`src/rtl/run_seq_fsm.sv`:
```
// Run-length sequencer FSM: IDLE -> RUN for run_len cycles -> DONE, with abort and optional pause.
// Define FSM_PAUSE_EN to add the pause port and PAUSE state (2'b11 is illegal otherwise).
module run_seq_fsm #(
   parameter int unsigned CNT_W        = 8,
   parameter int unsigned AUTO_RESTART = 0
) (
   input  logic             clk,
   input  logic             reset_n,
   input  logic             enable,
   input  logic [CNT_W-1:0] run_len,
   input  logic             abort,
   input  logic             done_ack,
`ifdef FSM_PAUSE_EN
   input  logic             pause,
`endif
   output logic [1:0]       state_out,
   output logic             busy,
   output logic             done,
   output logic [CNT_W-1:0] count,
   output logic             len_err
);

   typedef enum logic [1:0] {
      StIdle  = 2'b00,
      StRun   = 2'b01,
      StDone  = 2'b10,
      StPause = 2'b11
   } state_e;

   localparam logic [CNT_W-1:0] CntOne = CNT_W'(1);

   state_e           state_q, state_d;
   logic [CNT_W-1:0] count_q, count_d;
   logic [CNT_W-1:0] len_q, len_d;
   logic             busy_q, done_q, len_err_q, len_err_d;
   logic             start_ok, start_bad;

   assign start_ok  = enable && (run_len != '0);
   assign start_bad = enable && (run_len == '0);

   always_comb begin
      state_d   = state_q;
      count_d   = count_q;
      len_d     = len_q;
      len_err_d = 1'b0;
      case (state_q)
         StIdle: begin
            if (abort) begin
               count_d = '0;
            end else if (start_ok) begin
               state_d = StRun;
               len_d   = run_len;
               count_d = '0;
            end else if (start_bad) begin
               len_err_d = 1'b1;
            end
         end
         StRun: begin
            if (abort) begin
               state_d = StIdle;
               count_d = '0;
`ifdef FSM_PAUSE_EN
            end else if (pause) begin
               state_d = StPause;
`endif
            end else if (count_q == len_q - CntOne) begin
               state_d = StDone;
               count_d = count_q + CntOne;
            end else begin
               count_d = count_q + CntOne;
            end
         end
         StDone: begin
            if (abort) begin
               state_d = StIdle;
               count_d = '0;
            end else if (AUTO_RESTART != 0) begin
               // DONE is a single-cycle state here; it either relaunches or falls back to IDLE
               if (start_ok) begin
                  state_d = StRun;
                  len_d   = run_len;
                  count_d = '0;
               end else begin
                  state_d   = StIdle;
                  len_err_d = start_bad;
               end
            end else if (done_ack) begin
               state_d = StIdle;
            end
         end
`ifdef FSM_PAUSE_EN
         StPause: begin
            if (abort) begin
               state_d = StIdle;
               count_d = '0;
            end else if (!pause) begin
               state_d = StRun;
            end
         end
`endif
         default: begin
            state_d = StIdle;
            count_d = '0;
         end
      endcase
   end

   // Status outputs are registered from the next state so they line up with state_out.
   always_ff @(posedge clk or negedge reset_n) begin
      if (!reset_n) begin
         state_q   <= StIdle;
         count_q   <= '0;
         len_q     <= '0;
         busy_q    <= 1'b0;
         done_q    <= 1'b0;
         len_err_q <= 1'b0;
      end else begin
         state_q   <= state_d;
         count_q   <= count_d;
         len_q     <= len_d;
         busy_q    <= (state_d == StRun) || (state_d == StPause);
         done_q    <= (state_d == StDone);
         len_err_q <= len_err_d;
      end
   end

   assign state_out = state_q;
   assign busy      = busy_q;
   assign done      = done_q;
   assign count     = count_q;
   assign len_err   = len_err_q;

endmodule

```
`config.mk`:
```
export PLATFORM = sky130hd
export DESIGN_NAME = run_seq_fsm
export DESIGN_NICKNAME = d
export VERILOG_FILES = /design/src/rtl/run_seq_fsm.sv
export SDC_FILE = /design/constraint.sdc
export NUM_CORES = 1
export LEC_CHECK = 0
export ABC_AREA = 1
export CORE_MARGIN = 5
export CORE_UTILIZATION = 46
export CTS_CLUSTER_SIZE = 40
export DETAILED_ROUTE_END_ITERATION = 16
export GPL_ROUTABILITY_DRIVEN = 0
export HOLD_SLACK_MARGIN = 0.06
export MAX_ROUTING_LAYER = met4
export PLACE_DENSITY = 0.86
export SLEW_MARGIN = 30
export SYNTH_ARGS = -nofsm -noshare
export SYNTH_HDL_FRONTEND = slang
export SYNTH_SLANG_ARGS = --single-unit
export TNS_END_PERCENT = 10
```
`constraint.sdc`:
```
create_clock -name clk -period 1.45 [get_ports clk]
set_clock_uncertainty 0.15 [all_clocks]
set_input_delay 0.145 -clock clk [delete_from_list [all_inputs] [get_ports clk]]
set_output_delay 0.145 -clock clk [all_outputs]
set_load 0.01 [all_outputs]
```
==> reports/metrics.yaml, run 1 <==
peakVddDrop_mv: 0.9599
track_usage_pct: 18.97
via_per_inst: 5.424
nFillCells: 187
fin_crit_ps: 1724
start_util_pct: 47.92
cts_buffers: 3
synth_warnings: 0
reg2reg_from: "len_q[1]"
die_w_um: 63.37
start_kind: "register"
violations: "setup timing"
hold_start: "enable"
drv_slew: 0
dp_slack_ps: -208.3
area_delta_synth_final_pct: 48.42
combinationalPowerShare_pct: 39.4
worst_slack_ps: -273.9
p_clk_share_pct: 17.3
synth_seq_cells: 21
cp.required_ps: 1500
grt_pass1_vias: 1401
p_sw_uw: 644.6
cts_htree_levels: 1
syn_area_per_cell_sq_um: 7.198
hpwlAfterDp_um: 2496
tightestPinTransition_ps: 392.5
met1_usage_pct: 23.15
syn_inst: 182
ant_nets: 0
final_nets: 256
r2r_end: "state_out[0]"
seq_area_frac_synth_pct: 40.11
synth_cell_types: 19
cts_tree: "built"
clkTransAtPathRegs_ps: 120
internal_power_uw: 1045
crit_fanout: 3
via_count: 1470
fin_hold_ws_ps: 307.3
worst_ep_arrival_time_ps: 1780
hold_viol: 0
min_path_type: "in2reg"
num_antenna_cells: 0
core.rowCount: 19
firstDrtPassIters: 4
port_buffers: 25
cts.path.max_buffers: 2
critPathCaptureType: "register"
grt_max_degree: 22
critical_path_class: "reg2reg"
gr-total-overflow: 0
drc: 0
ff2ff_path_depth: 8
drt-initial-drc-count: 81
power_frac_seq_pct: 43.3
drv_cap: 0
powerDensity_mw_per_mm2: 869.1
die_height_um: 63.37
syn_area_sq_mm: 0.001310
fin_crit_sh_pct: 118.9
final_cell_mix: "nand2_1 (46), buf_4 (29), inv_1 (25), dfrtp_1 (17)"
wl_um: 4068
antenna_found_initial: 0
holdPathEnd: "len_err"
worstSkewPairLatency_ps: 310
synth_nets: 197
pin_count: 26
fp.coreArea_sq_mm: 0.002734
final_common_cell: "nand2_1"
die_area_sq_mm: 0.004015
min_path_cells: 3
rrSetupSlack_ps: -270
setup_tns_ps: -1403
grt_use_met2_pct: 31.73
clock-root-buffer: "clkbuf_4"
drive_above_1_share_pct: 34.17
fmax_mhz: 580.1
leakagePower_uw: 0.001009
use_met3_pct: 1.954
clock_sinks: 21
setup_viol: 13
rsz0062_at_grt: "true"
detail_route.wl_per_cell_um: 15.01
slew_headroom_pct: 73.56
grt.busiest_layer: "met2"
outcome: "finished, violations left"
sw_frac_of_total_pct: 38.14
grt_first_pass_wirelength_um: 6023
## cell usage after synthesis
cell / number / share of area, %
nand2_1: 59 / 17
inv_1: 29 / 8.3
dfrtp_1: 21 / 40
nor2_1: 20 / 5.7
nand3_1: 14 / 5.3
o21ai_0: 9 / 3.4
o21ai_2: 8 / 5.3
nand4_1: 5 / 2.4
xor2_1: 4 / 2.7
ha_1: 2 / 1.9
nor3_1: 2 / 0.76
xnor2_1: 2 / 1.3
buf_12: 1 / 1.5
buf_6: 1 / 0.86
nand3_2: 1 / 0.76
nor2_4: 1 / 0.86
o2111ai_1: 1 / 0.67
o31ai_1: 1 / 0.57
or2_1: 1 / 0.48
## worst max-delay path, stage by stage (launching register included)
cell and delay (ps):
dfrtp_1 440, inv_2 70, ha_4 270, xor2_1 130
o21ai_0 170, nor2_4 140, nand2_1 100, nand2_2 110
nand2_1 60
## routing by layer
layer | up-vias | share of wire (%)
met5 | - | 0
met4 | 0 | 4.1
met3 | 20 | 6.4
met2 | 81 | 48
met1 | 683 | 41
li1 | 686 | -
## power groups by stage
stage	Sequential [uW]	Combinational (uW)	Clock, uW
global placement	720	530	0
detailed placement	722	552	0
global route	737	739	312
floorplan	712	344	0
CTS	712	578	281
finish	731	666	292
## metrics by stage
step                      power (uW)  util, %  cell area, sq um  instances
final                           1690    71.12              1944        271
after global routing            1788    71.12              1944        271
after CTS                       1572    68.10              1862        270
after detailed placement        1274    64.85              1773        260
after global placement          1250    64.85              1773        260
after floorplan                 1056        -              1323        182
## logic make-up after synthesis
kind of cell | count (synthesis) | synth area share (%)
flops | 21 | 40.11
compound gates | 19 | 10.03
buf+inv | 31 | 10.70
simple gates | 103 | 33.24
xor+xnor | 6 | 4.011
fa+ha+maj | 2 | 1.910
## how the worst max path moves through the flow
stage / start / cells past startpoint / end / slack [ps]
2_1_floorplan: len_q[0] / 11 / busy / -40
3_3_place_gp: abort / 7 / len_q[5] / -160
3_5_place_dp: run_len[2] / 8 / count[3] / -210
4_1_cts: len_q[1] / 8 / busy / -140
5_1_grt: len_q[1] / 10 / state_out[0] / -350
6_report: len_q[1] / 8 / state_out[0] / -270
## area by class of cell
cell class,instances,area (sq um),area share [%]
repair buffers,56,479.2,24.65
inverters,29,108.9,5.598
flip-flops and latches,21,530.5,27.28
multi-input cells,130,759.5,39.06
well taps,31,38.79,1.995
clock buffers,3,22.52,1.158
clock inverters,1,5.005,0.2574
## flip-flops by register name, indices dropped and copies added, names as in the netlist
signal,flops
len_q,8
len_err,1
done,1
state_out,2
busy,1
count,8
## what timing repair did
item,4_1_cts,5_1_grt
endpoints found under the setup margin,18,20
hold buffers,1,0
setup buffers,5,1
hold endpoints to repair,21,0
pin swaps,3,9
gates resized for setup,26,30
Power figures use the tool's default switching activity.
==> run 2: changes to the inputs <==
CORE_ASPECT_RATIO = 0.6   (was not set)
==> run 2 against run 1 <==
Compared with the run above:
- the run still ends with setup timing left
- core utilization fell by 2.1 points
- routed wire length fell by 12%
- power rose by 6.0%
- first-iteration DRC count rose by 48%
- non-clock buffer count fell by 3
- maximum frequency rose by 5.9%
- hold slack got worse by 240 ps
==> reports/metrics.yaml, run 2 (synthesized netlist as in run 1, its figures left out) <==
fmax_mhz: 614.4  # was 580.1 MHz
antenna_found_initial: 0  # unchanged
hold_buffers: 0  # was 1
violations: "setup timing"  # unchanged
track_usage_pct: 19.08  # was 18.97%
grt_pass1_vias: 1301  # was 1401
cts.path.max_buffers: 2  # unchanged
die_height_um: 51.34  # was 63.37 um
worst_slack_ps: -177.5  # was -273.9 ps
ant_nets: 0  # unchanged
area_delta_synth_final_pct: 47.28  # was 48.42%
critPathCaptureType: "output pin"  # was register
final_common_cell: "nand2_1"  # unchanged
via_count: 1347  # was 1470
drv_slew: 0  # unchanged
crit_fanout: 6  # was 3
slowest_delay_ps: 590  # was 440 ps
clock-root-buffer: "clkbuf_8"  # was clkbuf_4
nFillCells: 210  # was 187
port_buffers: 25  # unchanged
worstSkewPairLatency_ps: 260  # was 310 ps
leakagePower_uw: 0.001040  # was 0.001009 uW
via_per_inst: 4.970  # was 5.424
min_path_type: "in2async"  # was in2reg
critical_path_class: "reg2out"  # was reg2reg
final_nets: 253  # was 256
crit_slowest_cell: "clkdlybuf4s50_1"  # was dfrtp_1
crit_path_cell_trace: "clkdlybuf4s50_1"  # was inv_2 > ha_4 > xor2_1 > o21ai_0 > nor2_4 > nand2_1 > nand2_2 > nand2_1
start_util_pct: 46.85  # was 47.92%
multi_input_area_sq_um: 726.9  # was 759.5 sq um
pin_count: 26  # unchanged
core.rowCount: 15  # was 19
drt-initial-drc-count: 120  # was 81
worst_ep_arrival_time_ps: 1330  # was 1780 ps
gr-total-overflow: 0  # unchanged
fin_crit_sh_pct: 112.2  # was 118.9%
fp.coreArea_sq_mm: 0.002796  # was 0.002734 sq mm
cp.required_ps: 1150  # was 1500 ps
num_antenna_cells: 0  # unchanged
final_cell_mix: "nand2_1 (49), inv_1 (27), buf_4 (25), dfrtp_1 (20), clkdlybuf4s50_1 (14)"  # was nand2_1 (46), buf_4 (29), inv_1 (25), dfrtp_1 (17)
grt_max_degree: 22  # unchanged
outcome: "finished, violations left"  # unchanged
cts_tree: "built"  # unchanged
setup_viol: 16  # was 13
critPathTopFamily: "buffers and inverters"  # was flip-flops
clkTransAtPathRegs_ps: 80  # was 120 ps
fin_crit_ps: 1628  # was 1724 ps
register_area_sq_um: 526.8  # was 530.5 sq um
firstDrtPassIters: 4  # unchanged
hold_viol: 0  # unchanged
dp_slack_ps: -274.5  # was -208.3 ps
tightestPinTransition_ps: 275.6  # was 392.5 ps
detail_route.wl_per_cell_um: 13.21  # was 15.01 um
total_power_uw: 1791  # was 1690 uW
critPathBufInv: 1  # unchanged
rsz0062_at_grt: "true"  # unchanged
start_kind: "register"  # unchanged
reg2reg_from: "len_q[1]"  # unchanged
cts_htree_levels: 1  # unchanged
cts_buffers: 3  # unchanged
die_area_sq_mm: 0.004050  # was 0.004015 sq mm
peakVddDrop_mv: 0.6245  # was 0.9599 mV
powerDensity_mw_per_mm2: 928.4  # was 869.1 mW/mm^2
setup_tns_ps: -1489  # was -1403 ps
clock_sinks: 21  # unchanged
drc: 0  # unchanged
grt_first_pass_wirelength_um: 5851  # was 6023 um
hpwlAfterDp_um: 2554  # was 2496 um
drv_cap: 0  # unchanged
wl_um: 3580  # was 4068 um
die_w_um: 78.90  # was 63.37 um
fin_hold_ws_ps: 71.89  # was 307.3 ps
slew_headroom_pct: 81.56  # was 73.56%
timing.critical_path.from: "count[5]"  # was len_q[1]
utilization_pct: 68.99  # was 71.12%
drive_above_1_share_pct: 27.85  # was 34.17%
## run 2: cell types whose count changed in the layout (fill, tap and decap cells not counted), sizes merged
cell / previous run / this run
dlygate4sd3: 1 / 0
dlymetal6s2s: 0 / 3
clkdlybuf4s50: 12 / 14
clkdlybuf4s15: 1 / 0
clkbuf: 4 / 3
buf: 30 / 28
dlygate4sd2: 11 / 8
## run 2: final cells by class
class                   instances  share of cell area, %
clock buffers                   3                  2.140
clock inverters                 1                 0.2594
inverters                      29                  5.642
multi-input cells             130                  37.68
flip-flops and latches         21                  27.30
well taps                      34                  2.205
repair buffers                 53                  24.77
## run 2: per-stage QoR
| stage | cells | cell area (sq um) |
|---|---|---|
| after floorplan | 182 | 1323 |
| after global placement | 264 | 1784 |
| after detailed placement | 264 | 1784 |
| after CTS | 270 | 1869 |
| after global routing | 271 | 1929 |
| final | 271 | 1929 |
## run 2: path summary, 6_finish.rpt
check	endpoint	slack, ps	cells after the start
setup / recovery	count[5]	-180	1
setup reg to reg	state_out[0]	-160	11
hold / removal	len_q[3]	70	2
min in group clk	len_err	360	3
max in group asynchronous	count[3]	850	2
hold reg to reg	len_q[7]	390	2
## run 2: metal layers
metal | global-route usage (%) | wire length, um
met1 | 25.03 | 1612
met2 | 30.28 | 1663
met3 | 5.634 | 276
met4 | 2.571 | 27
met5 | - | 0
## run 2: timing repair
action,in CTS,in global routing
pin swaps,6,6
setup buffers,2,1
setup endpoints to repair,24,24
gates resized for setup,21,20
## run 2: report_power, final
group          internal, uW  total (uW)  switching, uW
Clock                   192         397            205
Combinational           318         671            353
Sequential              642         724           81.9
Total                  1150        1790            639
